### config.mk
export PLATFORM = sky130hd
export DESIGN_NAME = ddr2_rw_arbiter
export DESIGN_NICKNAME = d
export VERILOG_FILES = /design/src/rtl/ddr2_arb_pkg.sv /design/src/rtl/ddr2_arb_watchdog.sv /design/src/rtl/ddr2_rw_arbiter.sv
export SDC_FILE = /design/constraint.sdc
export NUM_CORES = 1
export LEC_CHECK = 0
export ABC_AREA = 1
export CORE_UTILIZATION = 34
export DETAILED_ROUTE_END_ITERATION = 6
export HOLD_SLACK_MARGIN = 0.12
export PLACE_DENSITY = 0.75
export SLEW_MARGIN = 20
export SYNTH_ARGS = -nofsm -noshare
export SYNTH_HDL_FRONTEND = slang
export SYNTH_SLANG_ARGS = --single-unit
### constraint.sdc
create_clock -name sys_clk -period 1.5 [get_ports sys_clk]
set_input_delay 0.375 -clock sys_clk [delete_from_list [all_inputs] [get_ports sys_clk]]
set_output_delay 0.375 -clock sys_clk [all_outputs]
set_load 0.01 [all_outputs]
### src/rtl/ddr2_arb_pkg.sv
// Shared types for the DDR2 read/write arbiter: FSM states, side encoding, defaults.
package ddr2_arb_pkg;

  typedef enum logic [1:0] {
    ST_IDLE  = 2'd0,
    ST_ISSUE = 2'd1,
    ST_WAIT  = 2'd2
  } arb_state_e;

  localparam logic SIDE_WR = 1'b1;
  localparam logic SIDE_RD = 1'b0;

  localparam int BURST_LEN_DEF = 8;

endpackage

### src/rtl/ddr2_arb_watchdog.sv
// Completion watchdog: starts on command accept, expires DONE_TIMEOUT cycles later
// unless cleared by the arbiter first.
module ddr2_arb_watchdog #(
  parameter int DONE_TIMEOUT = 1023
) (
  input  logic clk_i,
  input  logic rst_ni,
  input  logic start_i,
  input  logic clear_i,
  output logic expire_o
);

  localparam int CW = $clog2(DONE_TIMEOUT + 1);

  logic          run_q, run_d;
  logic [CW-1:0] cnt_q, cnt_d;

  // cnt_q equals the number of full cycles already spent waiting
  assign expire_o = run_q && (cnt_q == CW'(DONE_TIMEOUT - 1));

  always_comb begin
    run_d = run_q;
    cnt_d = cnt_q;
    if (start_i) begin
      run_d = 1'b1;
      cnt_d = '0;
    end else if (clear_i || expire_o) begin
      run_d = 1'b0;
      cnt_d = '0;
    end else if (run_q) begin
      cnt_d = cnt_q + CW'(1);
    end
  end

  always_ff @(posedge clk_i or negedge rst_ni) begin
    if (!rst_ni) begin
      run_q <= 1'b0;
      cnt_q <= '0;
    end else begin
      run_q <= run_d;
      cnt_q <= cnt_d;
    end
  end

endmodule

### src/rtl/ddr2_rw_arbiter.sv
// Shares the DDR2 controller command port between a write and a read requester.
// Round-robin by default; define DDR2_ARB_WR_PRIO_EN for write-priority arbitration.
module ddr2_rw_arbiter
  import ddr2_arb_pkg::*;
#(
  parameter int ADDR_WIDTH   = 26,
  parameter int BURST_LEN    = BURST_LEN_DEF,
  parameter int STARVE_LIMIT = 4,
  parameter int DONE_TIMEOUT = 1023
) (
  input  logic                  sys_clk,
  input  logic                  sys_rst_n,
  input  logic                  init_end,
  input  logic                  wr_req,
  input  logic [ADDR_WIDTH-1:0] wr_addr,
  output logic                  wr_ack,
  input  logic                  rd_req,
  input  logic [ADDR_WIDTH-1:0] rd_addr,
  output logic                  rd_ack,
  output logic                  cmd_valid,
  input  logic                  cmd_ready,
  output logic                  cmd_wr,
  output logic [ADDR_WIDTH-1:0] cmd_addr,
  output logic [7:0]            cmd_len,
  input  logic                  cmd_done,
  output logic                  arb_busy,
  output logic                  arb_err
);

  localparam int SW = $clog2(STARVE_LIMIT + 1);

  arb_state_e            state_q, state_d;
  logic                  last_q, last_d;
  logic [SW-1:0]         starve_q, starve_d;
  logic                  cmd_valid_q, cmd_valid_d;
  logic                  cmd_wr_q, cmd_wr_d;
  logic [ADDR_WIDTH-1:0] cmd_addr_q, cmd_addr_d;
  logic [7:0]            cmd_len_q, cmd_len_d;
  logic                  wr_ack_q, wr_ack_d;
  logic                  rd_ack_q, rd_ack_d;
  logic                  err_q, err_d;

  logic wd_start, wd_clear, wd_expire;
  logic both, starved, pref, pick, other_req;

  ddr2_arb_watchdog #(
    .DONE_TIMEOUT(DONE_TIMEOUT)
  ) u_wdog (
    .clk_i    (sys_clk),
    .rst_ni   (sys_rst_n),
    .start_i  (wd_start),
    .clear_i  (wd_clear),
    .expire_o (wd_expire)
  );

  // starve_q counts repeat grants, so STARVE_LIMIT-1 repeats means STARVE_LIMIT in a row
  always_comb begin
    both    = wr_req & rd_req;
    starved = (starve_q == SW'(STARVE_LIMIT - 1));
`ifdef DDR2_ARB_WR_PRIO_EN
    pref    = SIDE_WR;
`else
    pref    = ~last_q;
`endif
    if (!both)        pick = wr_req ? SIDE_WR : SIDE_RD;
    else if (starved) pick = ~last_q;
    else              pick = pref;
    other_req = (pick == SIDE_WR) ? rd_req : wr_req;
  end

  always_comb begin
    state_d     = state_q;
    last_d      = last_q;
    starve_d    = starve_q;
    cmd_valid_d = cmd_valid_q;
    cmd_wr_d    = cmd_wr_q;
    cmd_addr_d  = cmd_addr_q;
    cmd_len_d   = cmd_len_q;
    wr_ack_d    = 1'b0;
    rd_ack_d    = 1'b0;
    err_d       = err_q;
    wd_start    = 1'b0;
    wd_clear    = 1'b0;
    case (state_q)
      ST_IDLE: begin
        if (init_end && (wr_req || rd_req)) begin
          state_d     = ST_ISSUE;
          cmd_valid_d = 1'b1;
          cmd_wr_d    = pick;
          cmd_addr_d  = (pick == SIDE_WR) ? wr_addr : rd_addr;
          cmd_len_d   = 8'(BURST_LEN);
          if ((pick == last_q) && other_req)
            starve_d = (starve_q == SW'(STARVE_LIMIT)) ? starve_q : starve_q + SW'(1);
          else
            starve_d = '0;
        end
      end
      ST_ISSUE: begin
        if (cmd_ready) begin
          state_d     = ST_WAIT;
          cmd_valid_d = 1'b0;
          wr_ack_d    = cmd_wr_q;
          rd_ack_d    = ~cmd_wr_q;
          last_d      = cmd_wr_q;
          wd_start    = 1'b1;
        end
      end
      ST_WAIT: begin
        // a done on the expiry cycle still counts as a clean completion
        if (cmd_done) begin
          state_d  = ST_IDLE;
          wd_clear = 1'b1;
        end else if (wd_expire) begin
          state_d  = ST_IDLE;
          err_d    = 1'b1;
          wd_clear = 1'b1;
        end
      end
      default: state_d = ST_IDLE;
    endcase
  end

  always_ff @(posedge sys_clk or negedge sys_rst_n) begin
    if (!sys_rst_n) begin
      state_q     <= ST_IDLE;
      last_q      <= SIDE_RD;
      starve_q    <= '0;
      cmd_valid_q <= 1'b0;
      cmd_wr_q    <= 1'b0;
      cmd_addr_q  <= '0;
      cmd_len_q   <= '0;
      wr_ack_q    <= 1'b0;
      rd_ack_q    <= 1'b0;
      err_q       <= 1'b0;
    end else begin
      state_q     <= state_d;
      last_q      <= last_d;
      starve_q    <= starve_d;
      cmd_valid_q <= cmd_valid_d;
      cmd_wr_q    <= cmd_wr_d;
      cmd_addr_q  <= cmd_addr_d;
      cmd_len_q   <= cmd_len_d;
      wr_ack_q    <= wr_ack_d;
      rd_ack_q    <= rd_ack_d;
      err_q       <= err_d;
    end
  end

  assign wr_ack    = wr_ack_q;
  assign rd_ack    = rd_ack_q;
  assign cmd_valid = cmd_valid_q;
  assign cmd_wr    = cmd_wr_q;
  assign cmd_addr  = cmd_addr_q;
  assign cmd_len   = cmd_len_q;
  assign arb_busy  = (state_q != ST_IDLE);
  assign arb_err   = err_q;

endmodule

Word-level counts from Yosys, hierarchy flattened
Cells that the tools add are included.

Input port bits: 59. Logic and storage cells: 61. Register bits after elaboration: 46. Output and inout port bits: 40.

Equal/unequal tests: 6. $add $sub $neg: 1. Reduce and logical (&&, ||, !) cells: 14. Bitwise gates (word level): 4. Muxes and demuxes: 25.

Operators with widths (number): $mux 10 (3); $mux 26 (1); $mux 1 (15); $add 10x1->10 const B (1); $eq 10x10->1 const B (1); $reduce_and 3->1 (3); $mux 2 (4); $pmux 2 s3 (1); $reduce_bool 2->1 (3); $ne 2x2->1 const B (2); $reduce_and 2->1 (2); $ne 3x2->1 const B (1); $not 1->1 (3); $reduce_bool 3->1 (1); $eq 2x1->1 const B (1); $eq 2x2->1 const B (1); $logic_and 1x1->1 (2); $logic_not 2->1 (1); $logic_or 1x1->1 (2); $pmux 1 s2 (1); $and 1x1->1 (1).

Logic depth before layout (Yosys ltp)
Depth in word-level cells: 8. Depth in mapped cells: 7.

Hierarchy
Synthesis repeated with hierarchy kept, for this count alone.

Cells, all modules: 320. Area, all modules: 2432.3 um^2.

Modules (own cells, without submodules): ddr2_rw_arbiter (cells each 244, instances 1, area each 1798.0 um^2); ddr2_arb_watchdog (cells each 76, instances 1, area each 634.4 um^2).

Worst setup path after synthesis
OpenSTA, ideal clock, no wires.

Path type: register -> register. Start: register u_wdog.cnt_q[0]. End: register u_wdog.run_q. Data required time: 1.374 ns. Path slack: 0.276 ns. Path buffers: 0. Stages on the path, launching flop included: 8. Library setup time: 0.126 ns. Arrival: 1.098 ns. Path through: dfrtp_1 > inv_1 > ha_1 > nand3_1 > nor2_1 > nand2_2 > nand2_2 > o21ai_1.

Word-level cells in the longest chain between the ends: 7.

Ends and longest elaborated chain: start: declaration (line ddr2_arb_watchdog.sv:16) `logic [CW-1:0] cnt_q, cnt_d;`; start signal: assignment (line ddr2_arb_watchdog.sv:41) `cnt_q <= cnt_d;`; $eq 10x10->1 * (line ddr2_arb_watchdog.sv:19) `assign expire_o = run_q && (cnt_q == CW'(DONE_TIMEOUT - 1));`; $logic_and 1x1->1 * (line ddr2_arb_watchdog.sv:19); $mux 1 (line ddr2_rw_arbiter.sv:113) `end else if (wd_expire) begin`; $mux 1 (line ddr2_rw_arbiter.sv:110) `if (cmd_done) begin`; $mux 1 (line ddr2_rw_arbiter.sv:84) `case (state_q)`; $logic_or 1x1->1 * (line ddr2_arb_watchdog.sv:27) `end else if (clear_i || expire_o) begin`; $reduce_bool 2->1 (no line) *; end signal: assignment (line ddr2_arb_watchdog.sv:40) `run_q <= run_d;`; end: declaration (line ddr2_arb_watchdog.sv:15) `logic run_q, run_d;`.

Mark *: on every way between the ends. The rest lies on a longest branch, timed or not. A chain may end at the register's enable or synchronous reset.

Worst setup path in the final report
Start: register state_q[1]. End: output arb_busy.

Word-level cells in the longest chain between the ends: 1.

Ends and longest elaborated chain: start: declaration (line ddr2_rw_arbiter.sv:32) `arb_state_e state_q, state_d;`; start signal: assignment (line ddr2_rw_arbiter.sv:136) `state_q <= state_d;`; $reduce_bool 2->1 (line ddr2_rw_arbiter.sv:155) `assign arb_busy = (state_q != ST_IDLE);`; end: declaration (line ddr2_rw_arbiter.sv:26) `output logic arb_busy,`.

Every way passes these cells.

==> results.yml <==
timing:
  finalSetupViolCount: 0
  fin_crit_sh_pct: 96.38
  rsz0062_at_grt: "no"
  hold_ws_ns: 0.4666
  fin_skew_ns: 0.005357
  final-max-slew-violation-count: 0
  hold_violations: 0
  finalCriticalPeriod_ns: 1.446
  fmax_mhz: 691.7
floorplan:
  row_count: 29
  die_width_um: 84.11
  initial_core_util_pct: 35.69
  core_mm2: 0.006422
  die_area_mm2: 0.007074
  fp.dieH_um: 84.11
  ios: 99
setup_path:
  reg2regPathDepth: 7
  setup.worst_path.start_class: "flip-flop"
  crit_type: "reg -> out"
  worstPathArrival_ns: 1.07
  timing.rr.end: "u_wdog.cnt_q[4]"
  crit_fanout: 3
  reg2reg_slack_ns: 0.14
  cp.required_ns: 1.12
  end_kind: "output port"
  r2r-start: "state_q[1]"
route:
  drtIter0Drc: 122
  wl_um: 5881
  ant_nets: 0
  wl_per_cell_um: 13.01
  first_pass_iters: 6
  vias: 2122
  drc_errors: 2
  via_per_inst: 4.695
final_layout:
  fin_nets: 435
  drive_above_1_share_pct: 17.60
  antenna_cells: 0
  fin_cells: 452
  area_growth_pct: 52.51
  multi_input_comb_area_mm2: 0.001010
  final.fill_count: 604
  register_area_mm2: 0.001151
yosys:
  netlist_top_cells_area: "dfrtp_1 50%, nand2_1 13%, o211ai_1 8.5%"
  synth_common_cells: "81 x nand2_1, 46 x dfrtp_1, 27 x or2_2, 26 x o211ai_1"
  synth_area_leader_cell: "dfrtp_1"
  post-synth-top-count-cell: "nand2_1"
  yosys_warnings: 0
  postSynthAreaPerCell_um2: 8.553
  ys.flop_type: "dfrtp_1"
  synth_cell_type_count: 26
  synthArstFlopShare_pct: 100.0
  synth_seq_cells: 46
  yosysSeqAreaShare_pct: 50.22
  synth.top_cell.area_share_pct: 50.22
  netlist_area_mm2: 0.002292
  synth_edf_count: 0
  synth_cells: 268
min_path:
  hold_path_depth: 1
  hp-class: "reg -> reg"
  min_to: "rd_ack"
  hold_start: "cmd_wr"
placement:
  gp_congestion: 0.8088
  portBuffers: 91
  dp_cells: 437
  hpwl_um: 4242
grt:
  grt_pass1_vias: 2161
  grtUsageTotal_pct: 17.62
  grt-ovfl-total: 0
  antenna_found_initial: 0
  grt_max_degree: 47
  grt_pass1_wl_um: 9949
power_and_ir_drop:
  p_switching_w: 0.001847
  powerDensity_mw_per_mm2: 1463
  power_w: 0.005113
  vdd_drop_max_uv: 715.7
  combPwrFrac_pct: 42.9
  p_clk_share_pct: 17.8
  p_seq_share_pct: 39.4
  p_leak_nw: 1.733
  switching_share_pct: 36.12
  internal_power_w: 0.003266
clocking:
  clk_path_buf_depth: 2
  worstSkewPairLatency_ns: 0.30
  cts.root.buffer_cell: "clkbuf_8"
  cts.sinks: 46
  ctsHtreeMaxLevel: 2
  cts_buffers: 5
  cts_tree: "done"
  path_clk_slew_ns: 0.08
run_status:
  violations: "design-rule violations"
  outcome: "finished with violations"
flow_run:
  drv_cap: 0
==> timing repair <==
action / CTS / global route
gates cloned: 0 / 1
endpoints found under the setup margin: 47 / 31
buffers inserted: 2 / 3
pin swaps: 0 / 4
resized for setup: 35 / 9
hold endpoints to repair: 46 / 0
hold buffers: 1 / 0
==> metrics by stage <==
step / setup slack (ns) / area (µm²) / TNS, ns / utilization (%)
floorplan: 0.2759 / 2315 / 0 / -
global placement: -0.3080 / 3336 / -6.943 / 51.94
detailed placement: -0.3671 / 3336 / -8.449 / 51.94
CTS: 0.01596 / 3436 / 0 / 53.50
global route: 0.004530 / 3496 / 0 / 54.43
finish: 0.05433 / 3496 / 0 / 54.43
==> worst max-delay path, cell delays in order, from the launching register on <==
cell and delay [ns]:
dfrtp_1 0.40, inv_2 0.08, nand2_2 0.06, clkdlybuf4s15_1 0.23
==> power by group through the flow <==
stage | registers, W | clock network (W) | logic, W
final | 0.00201 | 0.000908 | 0.00219
after CTS | 0.00201 | 0.000929 | 0.00216
after floorplan | 0.00218 | 0 | 0.000899
after global placement | 0.00204 | 0 | 0.00233
after detailed placement | 0.00203 | 0 | 0.00239
after global routing | 0.00207 | 0.000978 | 0.00243
==> cells by family (layout without fill, tap and decap cells) <==
kind of cell	Yosys count	in the layout	synth area share, %
and+or+nand+nor	146	147	29.31
DFF	46	46	50.22
buffers and inverters	37	137	7.860
AOI/OAI and AO/OA	34	34	10.59
adders and majority gates	2	2	1.092
xor gates and xnor gates	2	2	0.7643
other	1	7	0.1636
==> state kept, by name, summed over array words and instances (netlist names) <==
signal        flops
cmd_valid         1
last_q            1
rd_ack            1
cmd_addr         26
u_wdog.run_q      1
state_q           2
cmd_wr            1
cmd_len           1
wr_ack            1
u_wdog.cnt_q     10
arb_err           1
==> layout make-up <==
cell class	instances	share of cell area [%]
inverters	21	2.255
multi-input cells	192	28.88
clock buffers	6	2.076
flip-flops and latches	46	32.93
clock inverters	2	1.074
repair buffers	108	30.03
well taps	77	2.756
==> layout by cell type, fill, tap and decap left out, types with 2 or more instances in the layout <==
cell             count
nand2_1             80
clkdlybuf4s50_1     55
dfrtp_1             46
dlygate4sd2_1       32
or2_2               27
o211ai_1            26
inv_1               17
nor2_1              16
buf_4               10
nand4_1              7
conb_1               7
nand3_1              6
nand2_2              5
clkbuf_8             5
inv_2                4
buf_12               3
buf_6                3
o21bai_1             2
a21oi_1              2
o21ai_0              2
nor3_2               2
xor2_1               2
ha_1                 2
dlymetal6s2s_1       2
==> layer usage <==
layer	GRT usage [%]	part of all wire, %	up-vias
met5	0	0	-
li1	-	-	1064
met2	30.40	49	68
met1	21.44	43	983
met4	6.270	1.5	0
met3	4.352	6.1	7
==> worst max path at each step <==
stage | start | endpoint | cells past startpoint
5_1_grt | state_q[1] | arb_busy | 3
6_report | state_q[1] | arb_busy | 3
2_1_floorplan | u_wdog.cnt_q[0] | u_wdog.run_q | 7
3_3_place_gp | wr_req | cmd_addr[7] | 6
3_5_place_dp | wr_req | cmd_addr[7] | 6
4_1_cts | wr_req | cmd_addr[7] | 6
Note: power is estimated with default switching activity, not from simulation.
